[config.mk]
export PLATFORM = sky130hd
export DESIGN_NAME = toggle_monitor
export DESIGN_NICKNAME = d
export VERILOG_FILES = /design/src/rtl/toggle_monitor_pkg.sv /design/src/rtl/sync_edge_det.sv /design/src/rtl/toggle_monitor.sv
export SDC_FILE = /design/constraint.sdc
export NUM_CORES = 1
export LEC_CHECK = 0
export BUFFER_PORTS_ARGS = -buffer_cell sky130_fd_sc_hd__buf_2
export CORE_AREA = 2 2 68 70
export DETAILED_ROUTE_END_ITERATION = 12
export DIE_AREA = 0 0 70 72
export PLACE_DENSITY = 0.63
export SYNTH_ARGS = -nofsm -noshare
export SYNTH_HDL_FRONTEND = slang
export SYNTH_SLANG_ARGS = --single-unit
export TNS_END_PERCENT = 20
[constraint.sdc]
create_clock -name clk -period 2.17 [get_ports clk]
set_input_delay 0.5425 -clock clk [delete_from_list [all_inputs] [get_ports clk]]
set_output_delay 0.5425 -clock clk [all_outputs]
set_load 0.02 [all_outputs]
[src/rtl/toggle_monitor_pkg.sv]
// toggle_monitor_pkg
// Shared types and default widths for the toggle monitor.
//   tm_state_e : window FSM states (idle, counting, reporting)
//   TM_CNT_W   : default edge-counter width
//   TM_WIN_W   : default window-length / timer width
package toggle_monitor_pkg;

    localparam int unsigned TM_CNT_W = 8;
    localparam int unsigned TM_WIN_W = 8;

    typedef enum logic [1:0] {
        TM_IDLE  = 2'd0,
        TM_COUNT = 2'd1,
        TM_DONE  = 2'd2
    } tm_state_e;

endpackage

[src/rtl/sync_edge_det.sv]
// sync_edge_det
// Brings an asynchronous level into the clk domain and flags its transitions.
//   clk        : sampling clock
//   rst_n      : asynchronous active-low reset, all flops cleared to 0
//   d          : asynchronous input level
//   level      : synchronised level (second synchroniser flop)
//   edge_pulse : one-cycle pulse per transition of the synchronised level
//   rise       : one-cycle pulse per 0->1 transition of the synchronised level
module sync_edge_det (
    input  logic clk,
    input  logic rst_n,
    input  logic d,
    output logic level,
    output logic edge_pulse,
    output logic rise
);

    logic s1;
    logic s2;
    logic s3;

    // s1/s2 form the metastability chain; s3 is history for edge detection.
    always_ff @(posedge clk or negedge rst_n) begin
        if (!rst_n) begin
            s1 <= 1'b0;
            s2 <= 1'b0;
            s3 <= 1'b0;
        end else begin
            s1 <= d;
            s2 <= s1;
            s3 <= s2;
        end
    end

    assign level      = s2;
    assign edge_pulse = s2 ^ s3;
    assign rise       = s2 & ~s3;

endmodule

[src/rtl/toggle_monitor.sv]
// toggle_monitor
// Counts transitions of an asynchronous toggle signal over a programmable window.
//   clk        : monitor clock
//   rst_n      : asynchronous active-low reset
//   t_in       : toggle signal, asynchronous to clk
//   start      : one-cycle request to open a window (ignored unless idle)
//   window_len : window length in clk cycles, sampled on accepted start
//   busy       : high while a window is open
//   done       : one-cycle pulse when a window closes
//   edge_pulse : one-cycle pulse per synchronised transition, in any state
//   edge_cnt   : transitions counted in the last or current window (saturating)
//   rise_cnt   : 0->1 transitions counted in the last or current window (saturating)
//   overflow   : sticky, set when a counter increment is lost at saturation
module toggle_monitor
    import toggle_monitor_pkg::*;
#(
    parameter int unsigned CNT_W = TM_CNT_W,
    parameter int unsigned WIN_W = TM_WIN_W
) (
    input  logic             clk,
    input  logic             rst_n,
    input  logic             t_in,
    input  logic             start,
    input  logic [WIN_W-1:0] window_len,
    output logic             busy,
    output logic             done,
    output logic             edge_pulse,
    output logic [CNT_W-1:0] edge_cnt,
    output logic [CNT_W-1:0] rise_cnt,
    output logic             overflow
);

    tm_state_e        state_q, state_d;
    logic [WIN_W-1:0] timer_q, timer_d;
    logic [CNT_W-1:0] edge_cnt_q, edge_cnt_d;
    logic [CNT_W-1:0] rise_cnt_q, rise_cnt_d;
    logic             ovf_q, ovf_d;

    logic             sync_level_unused;
    logic             sync_edge;
    logic             sync_rise;

    sync_edge_det u_sync (
        .clk        (clk),
        .rst_n      (rst_n),
        .d          (t_in),
        .level      (sync_level_unused),
        .edge_pulse (sync_edge),
        .rise       (sync_rise)
    );

    always_ff @(posedge clk or negedge rst_n) begin
        if (!rst_n) begin
            state_q    <= TM_IDLE;
            timer_q    <= '0;
            edge_cnt_q <= '0;
            rise_cnt_q <= '0;
            ovf_q      <= 1'b0;
        end else begin
            state_q    <= state_d;
            timer_q    <= timer_d;
            edge_cnt_q <= edge_cnt_d;
            rise_cnt_q <= rise_cnt_d;
            ovf_q      <= ovf_d;
        end
    end

    always_comb begin
        state_d    = state_q;
        timer_d    = timer_q;
        edge_cnt_d = edge_cnt_q;
        rise_cnt_d = rise_cnt_q;
        ovf_d      = ovf_q;

        unique case (state_q)
            TM_IDLE: begin
                if (start) begin
                    edge_cnt_d = '0;
                    rise_cnt_d = '0;
                    ovf_d      = 1'b0;
                    if (window_len != '0) begin
                        timer_d = window_len;
                        state_d = TM_COUNT;
                    end else begin
                        state_d = TM_DONE;
                    end
                end
            end

            TM_COUNT: begin
                // Saturate rather than wrap; a lost increment is remembered in overflow.
                if (sync_edge) begin
                    if (&edge_cnt_q) begin
                        ovf_d = 1'b1;
                    end else begin
                        edge_cnt_d = edge_cnt_q + CNT_W'(1);
                    end
                end
                if (sync_rise) begin
                    if (&rise_cnt_q) begin
                        ovf_d = 1'b1;
                    end else begin
                        rise_cnt_d = rise_cnt_q + CNT_W'(1);
                    end
                end
                timer_d = timer_q - WIN_W'(1);
                // Timer was loaded with window_len, so leaving at 1 gives exactly
                // window_len counting cycles, the last one still counted above.
                if (timer_q == WIN_W'(1)) begin
                    state_d = TM_DONE;
                end
            end

            TM_DONE: begin
                state_d = TM_IDLE;
            end

            default: begin
                state_d = TM_IDLE;
            end
        endcase
    end

    assign busy       = (state_q == TM_COUNT);
    assign done       = (state_q == TM_DONE);
    assign edge_pulse = sync_edge;
    assign edge_cnt   = edge_cnt_q;
    assign rise_cnt   = rise_cnt_q;
    assign overflow   = ovf_q;

endmodule

=== Word-level counts from Yosys, hierarchy flattened ===
Index checks and enable logic that the tools add are counted.

* Add/subtract/negate cells: 3
* Equality and inequality tests: 10
* Mux-type cells: 20
* Bitwise logic cells: 3
* Reductions and logical operators: 10

{| class="wikitable"
|+ Operators by type and width
! operator !! count
|-
| 8-bit 2-to-1 mux || 7
|-
| 8-bit one-hot mux with 2 select lines || 3
|-
| 8-bit by 1-bit adder with 8-bit output, second input constant || 2
|-
| 8-bit AND reduction || 2
|-
| 8-bit by 1-bit == test with 1-bit output, second input constant || 1
|-
| 2-bit != test, second input constant || 4
|-
| 4-bit AND reduction || 2
|-
| 8-bit nonzero test || 1
|-
| 8-bit by 1-bit subtractor with 8-bit output, second input constant || 1
|-
| 2-bit 2-to-1 mux || 3
|-
| 2-bit by 1-bit != test with 1-bit output, second input constant || 3
|-
| 1-bit 2-to-1 mux || 5
|-
| 2-bit one-hot mux with 2 select lines || 1
|-
| 2-bit AND reduction || 2
|-
| 3-bit AND reduction || 1
|-
| 2-bit by 1-bit == test with 1-bit output, second input constant || 1
|-
| 2-bit == test, second input constant || 1
|-
| 2-bit logical NOT || 1
|-
| 1-bit one-hot mux with 2 select lines || 1
|-
| 2-bit nonzero test || 1
|-
| 1-bit bitwise AND || 1
|-
| 1-bit NOT || 1
|-
| 1-bit XOR || 1
|}

* Flip-flop bits (word level): 30
* Bits of input ports: 12
* Output and inout port bits: 20
* Word-level logic and storage cells: 54

=== Logic depth before layout (Yosys ltp) ===
Gate-level depths: netlist of the first run.

* Depth in word-level cells: 6
* Depth in mapped cells: 7
* Depth with buffers taken out: 6

=== Cells and area by module ===
A second synthesis of the first run with hierarchy kept.

* Cells, all modules: 163
* Area, all modules: 1636.6 um2

{| class="wikitable"
|+ Modules (own cells, without submodules)
! module !! times used !! cells an instance !! area each (um2) !! seq. area each (um2)
|-
| toggle_monitor || 1 || 157 || 1541.5 || 675.6
|-
| sync_edge_det || 1 || 6 || 95.1 || 75.1
|}

=== Worst setup path before layout of the first run ===
No wires, ideal clock.

* Kind: register to register
* Start: register edge_cnt_q[0], in the netlist edge_cnt[0]
* End: register edge_cnt_q[5], in the netlist edge_cnt[5]
* Arrival time: 1.878 ns
* Path slack: 0.214 ns
* Cell stages (with the launch flop): 7
* Path buffers: 1
* Clock period less this slack: 1.956 ns
* Cell sequence: dfrtp_1 ha_1 and4_4 a211o_1 buf_6 or4_1 a21oi_1

* Longest elaborated chain between the ends: 4
* Elaborated cells on any way between the ends: 7
* Those cells by class: 1 x add/sub; 1 x eq/ne; 3 x mux; 2 x reduce/logical

{| class="wikitable"
|+ RTL lines
! element !! RTL line !! RTL
|-
| from (decl) || toggle_monitor.sv:35 || <nowiki>logic [CNT_W-1:0] edge_cnt_q, edge_cnt_d;</nowiki>
|-
| from (signal assigned) || toggle_monitor.sv:62 || <nowiki>edge_cnt_q <= edge_cnt_d;</nowiki>
|-
| 8-bit by 1-bit adder with 8-bit output || toggle_monitor.sv:96 || <nowiki>edge_cnt_d = edge_cnt_q + CNT_W'(1);</nowiki>
|-
| 8-bit 2-to-1 mux || toggle_monitor.sv:93 || <nowiki>if (&edge_cnt_q) begin</nowiki>
|-
| 8-bit 2-to-1 mux || toggle_monitor.sv:92 || <nowiki>if (sync_edge) begin</nowiki>
|-
| 8-bit one-hot mux with 2 select lines || toggle_monitor.sv:75 || <nowiki>unique case (state_q)</nowiki>
|}

Several ways; a longest one is shown, not always the timed one. The select of a mux whose other input is x is not followed.
A chain may end at the register's enable or synchronous reset.

=== Worst setup path in the final report of the first run ===
* Start: register edge_cnt_q[0], in the netlist edge_cnt[0]
* End: register edge_cnt_q[7], in the netlist edge_cnt[7]

Same word-level chain as after synthesis.

==> summary.txt, run 1 <==
Cells and area
  • Synthesis-to-finish area growth: 16.5%
  • ANT cells: 0
  • Most frequent cells in the layout: buf_2 (31), dfrtp_1 (30), a21oi_1 (16)
  • Commonest non-fill, non-tap cell in the layout: buf_2
  • Share of layout cells above drive strength 1: 23.4%
  • Finished Layout Cells: 266
  • Fin nets: 231

Clock network
  • Hold_buf cts: 0
  • CTS clk-pin slew, worst paths: 70 ps
  • Htree depth: 2
  • CTS tree: yes
  • CTS resizes: 0
  • Clock Path Buffers: 2
  • CTS buffer count: 5
  • Clock Root Buffer: clkbuf_8
  • Clk_lat worst skew: 280 ps
  • Postcts setup bufs: 0
  • CTS sink count: 30

Global route
  • GRT Overall Usage: 16.4%
  • Vias in the first global route: 1,372
  • First-pass GRT wire length: 6600 um
  • Largest net degree at the start of global routing: 31
  • Overflow after GRT: 0
  • Antenna violations before repair: 0

Floorplanning
  • Die area: 5040 sq um
  • Initial core utilization: 39.6%
  • Die Span Y: 72 um
  • Die W: 70 um
  • Site Rows: 24
  • I/O Pins: 32
  • Core area: 4260 sq um

Critical path
  • CP max stage cell: or4_1
  • Reg2Reg Setup Slack: 230 ps
  • Family with the most delay on the worst path: simple AND/OR/NAND/NOR gates
  • Worst reg2reg endpoint: edge_cnt[7]
  • Crit path cell chain: ha_1 > and4_4 > a211o_1 > or4_1 > a21oi_1
  • Crit path largest cell delay: 500 ps
  • Crit path DAT: 2150 ps
  • Worst path bufs/invs: 0
  • Crit path from: edge_cnt[0]
  • Crit path launch type: flip-flop
  • Kind of critical path: reg2reg
  • Worst r2r path cells: 5
  • WP data required: 2380 ps
  • Critical Path Sink Type: flip-flop
  • CP max FO: 11
  • FF-to-FF Start: edge_cnt[0]
  • Critical path depth: 5

Outcome
  • Status: finished, final reports clean

Placed design
  • Port bufs: 31
  • Placed Cells incl. Taps: 259
  • Routability cong.: 0.849
  • Dpl hpwl: 2670 um

Logic synthesis
  • Synth Area in Simple Gates: 25.2%
  • Largest cells by area after synthesis: dfrtp_1 (44%), a21oi_1 (4.7%), ha_1 (3.7%)
  • EDFF count, synth: 0
  • Synth Flop Type: dfrtp_1
  • Top-area cell type share of the netlist area: 44.4%
  • Syn Nets: 197
  • Post-Synthesis Cells: 180
  • Adder-cell share of the synthesized area: 3.70%
  • Post-synthesis average cell area: 9.38 sq um
  • Post-Synth XOR/XNOR Area: 0%
  • Yosys reg bits: 30
  • Post-synthesis sequential area ratio: 44.4%
  • Main combinational cell family by area after synthesis: simple AND/OR/NAND/NOR gates
  • Async set-reset flop share out of synthesis: 100%
  • Yosys warns: 0
  • Post-synthesis mux area share: 2.37%
  • Post-synthesis compound-gate area fraction: 18.6%
  • Synthesized cell area: 1690 sq um
  • Unique masters post-synth: 46
  • Yosys top cell by area: dfrtp_1

STA
  • Fmax: 515 MHz
  • Period minus WS final: 1940 ps
  • Final Slew Violations: 0
  • RSZ-0062 raised after global routing: false
  • TNS Setup: 0 ps
  • Tcrit/Tclk final: 89.5%
  • Slew margin rel.: 54.4%
  • Tightest Pin Transition: 684 ps
  • Max Clock Skew: 7.25 ps
  • Setup-failing EPs final: 0
  • Hold Vio Cnt, Final: 0

Detailed routing
  • DRT iter0 DRCs: 118
  • Detail Route Antenna Nets: 0
  • Routed WL per cell: 14.2 um
  • Vias: 1,472
  • DR pass1 iterations: 4
  • Via density: 5.53
  • # DRC: 0
  • Total wire length: 3780 um

Power and ir drop
  • Sw power: 0.000893 W
  • Sequential share of power: 42.3%
  • Clock power frac: 19.2%
  • Peak supply drop: 0.000720 V
  • Switching Fraction: 40.4%
  • Leak pwr: 0.931 nW
  • Internal: 0.00132 W
  • Power Dens Cells: 1120 nW/um^2
  • Combinational fraction of design power: 38.5%

Run
  • Max Cap Violations: 0

Hold path
  • Worst hold-check path type: in2async
[cell type report]
cell class / instances / area [sq um]
multi-input combinational: 130 / 842
timing repair buffer: 36 / 193
fill: 429 / 2300
tap: 52 / 65.1
clock buffer: 7 / 76.3
inverter: 11 / 41.3
sequential: 30 / 751
[logic make-up (layout without fill, tap and decap cells)]
group / count (synthesis) / count (layout)
multiplexers: 4 / 4
buffers and inverters: 20 / 54
AO/OA/AOI/OAI: 44 / 44
flip-flops: 30 / 30
AND/OR/NAND/NOR: 77 / 77
adder cells (fa/ha/maj): 5 / 5
[worst register-to-register path, stage by stage, from the launching register on]
cell and delay [ps]:
dfrtp_1 420, ha_1 260, and4_4 170, a211o_1 370, or4_1 500, a21oi_1 150
[worst max path at each step]
stage             endpoint  slack (ps)
6_report       edge_cnt[7]         230
3_3_place_gp    timer_q[1]         170
3_5_place_dp    timer_q[1]         130
4_1_cts        edge_cnt[7]         210
2_1_floorplan  edge_cnt[5]         210
5_1_grt        edge_cnt[5]          80
[synthesized netlist by cell type (2+ instances only)]
| master | count |
|---|---|
| or3_2 | 2 |
| nor3_1 | 8 |
| a21oi_1 | 16 |
| buf_6 | 2 |
| and2_1 | 2 |
| nand3_1 | 8 |
| or4_1 | 8 |
| clkbuf_1 | 2 |
| inv_1 | 10 |
| nand2_1 | 12 |
| nor2_1 | 13 |
| dfrtp_1 | 30 |
| nand2b_1 | 4 |
| o31ai_1 | 5 |
| ha_1 | 5 |
| buf_2 | 5 |
| o21ai_0 | 4 |
| o32a_1 | 4 |
| a31oi_1 | 2 |
| nand4_1 | 5 |
| nand3b_1 | 2 |
| and3_1 | 4 |
| mux2i_1 | 4 |
[stage by stage]
stage / hold slack (ps) / setup WS (ps) / util [%] / total power (W) / instance area (sq um)
global placement: 371 / 173 / 44.4 / 0.00179 / 1890
global route: 337 / 81.8 / 46.2 / 0.00239 / 1970
finish: 293 / 228 / 46.2 / 0.00221 / 1970
floorplan: 247 / 214 / - / 0.00153 / 1690
CTS: 328 / 212 / 46.2 / 0.00223 / 1970
detailed placement: 373 / 127 / 44.4 / 0.00181 / 1890
[power by group through the flow]
| stage | Combinational (W) | Clock [W] | Sequential (W) |
|---|---|---|---|
| 2_1_floorplan | 0.000530 | 0 | 0.000998 |
| 3_3_place_gp | 0.000850 | 0 | 0.000943 |
| 3_5_place_dp | 0.000860 | 0 | 0.000946 |
| 4_1_cts | 0.000863 | 0.000434 | 0.000936 |
| 5_1_grt | 0.000955 | 0.000465 | 0.000970 |
| 6_report | 0.000852 | 0.000425 | 0.000934 |
[sequential cells by signal, summed over array words and instances, names as in the netlist]
| name | count |
|---|---|
| overflow | 1 |
| rise_cnt | 8 |
| state_q | 2 |
| timer_q | 8 |
| edge_cnt | 8 |
| u_sync.s1 | 1 |
| u_sync.level | 1 |
| u_sync.s3 | 1 |
[per-layer routing]
metal  vias to the layer above  GRT usage [%]  routed length, um
met5                         -              0                  0
met4                         0           5.77                 49
met3                         7           4.58                182
met2                        33           25.5               1710
met1                       688           22.2               1840
li1                        744              -                  -
Power figures use the tool's default switching activity.
==> inputs of run 2 (changes only) <==
- CTS_BUF_LIST: not set -> sky130_fd_sc_hd__clkbuf_8
==> run 2 against run 1 <==
  * Cell count unchanged
  * Sequential share of layout area unchanged
  * Clock skew about the same
  * Critical path type unchanged
==> summary.txt, run 2 (synthesis results as in run 1) <==
Outcome
  • Status: finished, final reports clean

Power and ir drop
  • Power Dens Cells: 1120 nW/um^2 (-0.38%)
  • Leak pwr: 0.939 nW (+0.89%)
  • Peak supply drop: 0.000720 V (unchanged)

Floorplanning
  • Initial core utilization: 39.6% (unchanged)
  • Die W: 70 um (unchanged)
  • I/O Pins: 32 (unchanged)
  • Core area: 4260 sq um (unchanged)
  • Die area: 5040 sq um (unchanged)
  • Site Rows: 24 (unchanged)
  • Die Span Y: 72 um (unchanged)

Global route
  • Antenna violations before repair: 0 (unchanged)
  • First-pass GRT wire length: 6600 um (unchanged)
  • M3 GR Usage: 4.58% (unchanged)
  • GR Util met1: 22.2% (unchanged)
  • Met2 usage: 25.5% (unchanged)
  • Largest net degree at the start of global routing: 31 (unchanged)
  • GRT Overall Usage: 16.4% (unchanged)
  • Gr busiest metal: met2
  • Overflow after GRT: 0 (unchanged)
  • Vias in the first global route: 1,372 (unchanged)

STA
  • Setup-failing EPs final: 0 (unchanged)
  • Fmax: 515 MHz (about the same)
  • Tcrit/Tclk final: 89.5% (about the same)
  • Slew margin rel.: 54.4% (unchanged)
  • Period minus WS final: 1940 ps (+0.101 ps)
  • TNS Setup: 0 ps (unchanged)
  • Max Clock Skew: 6.88 ps (-0.369 ps)
  • RSZ-0062 raised after global routing: false
  • Tightest Pin Transition: 684 ps (unchanged)
  • Hold Vio Cnt, Final: 0 (unchanged)
  • Final Slew Violations: 0 (unchanged)

Cells and area
  • Share of layout cells above drive strength 1: 23.4% (unchanged)
  • Fillers: 429 (unchanged)
  • Most frequent cells in the layout: buf_2 (31), dfrtp_1 (30), a21oi_1 (16)
  • Area of the multi-input gates: 842 sq um (unchanged)
  • Finished Layout Cells: 266 (unchanged)
  • ANT cells: 0 (unchanged)
  • Storage cell area: 751 sq um (unchanged)
  • Fin nets: 231 (unchanged)
  • Synthesis-to-finish area growth: 16.5% (unchanged)
  • Commonest non-fill, non-tap cell in the layout: buf_2

Clock network
  • CTS resizes: 0 (unchanged)
  • Clock Path Buffers: 2 (unchanged)
  • CTS clk-pin slew, worst paths: 70 ps (about the same)
  • Postcts setup bufs: 0 (unchanged)
  • Htree depth: 2 (unchanged)
  • CTS sink count: 30 (unchanged)
  • CTS buffer count: 5 (unchanged)
  • Clock Root Buffer: clkbuf_8
  • Clk_lat worst skew: 280 ps (about the same)
  • Hold_buf cts: 0 (unchanged)
  • CTS tree: yes

Placed design
  • Dpl hpwl: 2670 um (unchanged)
  • Port bufs: 31 (unchanged)
  • Routability cong.: 0.849 (unchanged)
  • Placed Cells incl. Taps: 259 (unchanged)

Critical path
  • Crit path launch type: flip-flop
  • Kind of critical path: reg2reg
  • CP max FO: 11 (unchanged)
  • Critical Path Sink Type: flip-flop
  • WP data required: 2380 ps (about the same)
  • Crit path DAT: 2150 ps (about the same)

Detailed routing
  • Vias: 1,471 (-0.068%)
  • Total wire length: 3780 um (about the same)
  • Routed WL per cell: 14.2 um (about the same)
  • # DRC: 0 (unchanged)
  • Detail Route Antenna Nets: 0 (unchanged)
  • Via density: 5.53 (about the same)
  • DR pass1 iterations: 4 (unchanged)
  • DRT iter0 DRCs: 117 (-0.85%)

Hold path
  • Worst hold-check path type: in2async

Run
  • Max Cap Violations: 0 (unchanged)
==> run 2: cell types whose count changed in the layout (fill, tap and decap cells not counted), sizes merged <==
cell    before  now
clkbuf       7    5
inv         10   12
==> run 2: path summary, 6_finish.rpt <==
path	cells past startpoint	startpoint	endpoint	slack, ps
hold / removal	1	rst_n	rise_cnt[5]	290
max in group asynchronous	1	rst_n	timer_q[1]	1420
hold reg to reg	0	u_sync.s1	u_sync.level	370
setup reg to reg	5	edge_cnt[0]	edge_cnt[7]	230
min in group clk	1	t_in	u_sync.s1	370
setup / recovery	5	edge_cnt[0]	edge_cnt[7]	230
==> run 2: worst max-delay path, stage by stage, from the launching register on <==
cell     delay (ps)
dfrtp_1         420
ha_1            260
and4_4          170
a211o_1         370
or4_1           500
a21oi_1         150
==> run 2: where the power goes <==
part / internal [W] / total, W / switching, W
registers: 0.000732 / 0.000935 / 0.000203
logic: 0.000366 / 0.000852 / 0.000485
clock network: 0.000211 / 0.000417 / 0.000206
total: 0.00131 / 0.00220 / 0.000894
==> run 2: final cells by class <==
type	count	share of cell area, %
multi-input cells	130	42.8
flip-flops and latches	30	38.1
repair buffers	36	9.79
clock buffers	5	3.50
well taps	52	3.31
inverters	11	2.10
clock inverters	2	0.381
==> run 2: metal layers <==
metal / share of wire, % / vias up
met5: 0 / -
met3: 4.8 / 7
met1: 49 / 687
met4: 1.3 / 0
met2: 45 / 33
li1: - / 744
==> run 2: stage by stage <==
| step | hold slack (ps) | area (sq um) | utilization, % | total power (W) | worst slack [ps] |
|---|---|---|---|---|---|
| after floorplan | 247 | 1690 | - | 0.00153 | 214 |
| after global placement | 371 | 1890 | 44.4 | 0.00179 | 173 |
| after detailed placement | 373 | 1890 | 44.4 | 0.00181 | 127 |
| after CTS | 328 | 1970 | 46.2 | 0.00223 | 212 |
| after global routing | 337 | 1970 | 46.2 | 0.00238 | 81.8 |
| final | 293 | 1970 | 46.2 | 0.00220 | 228 |
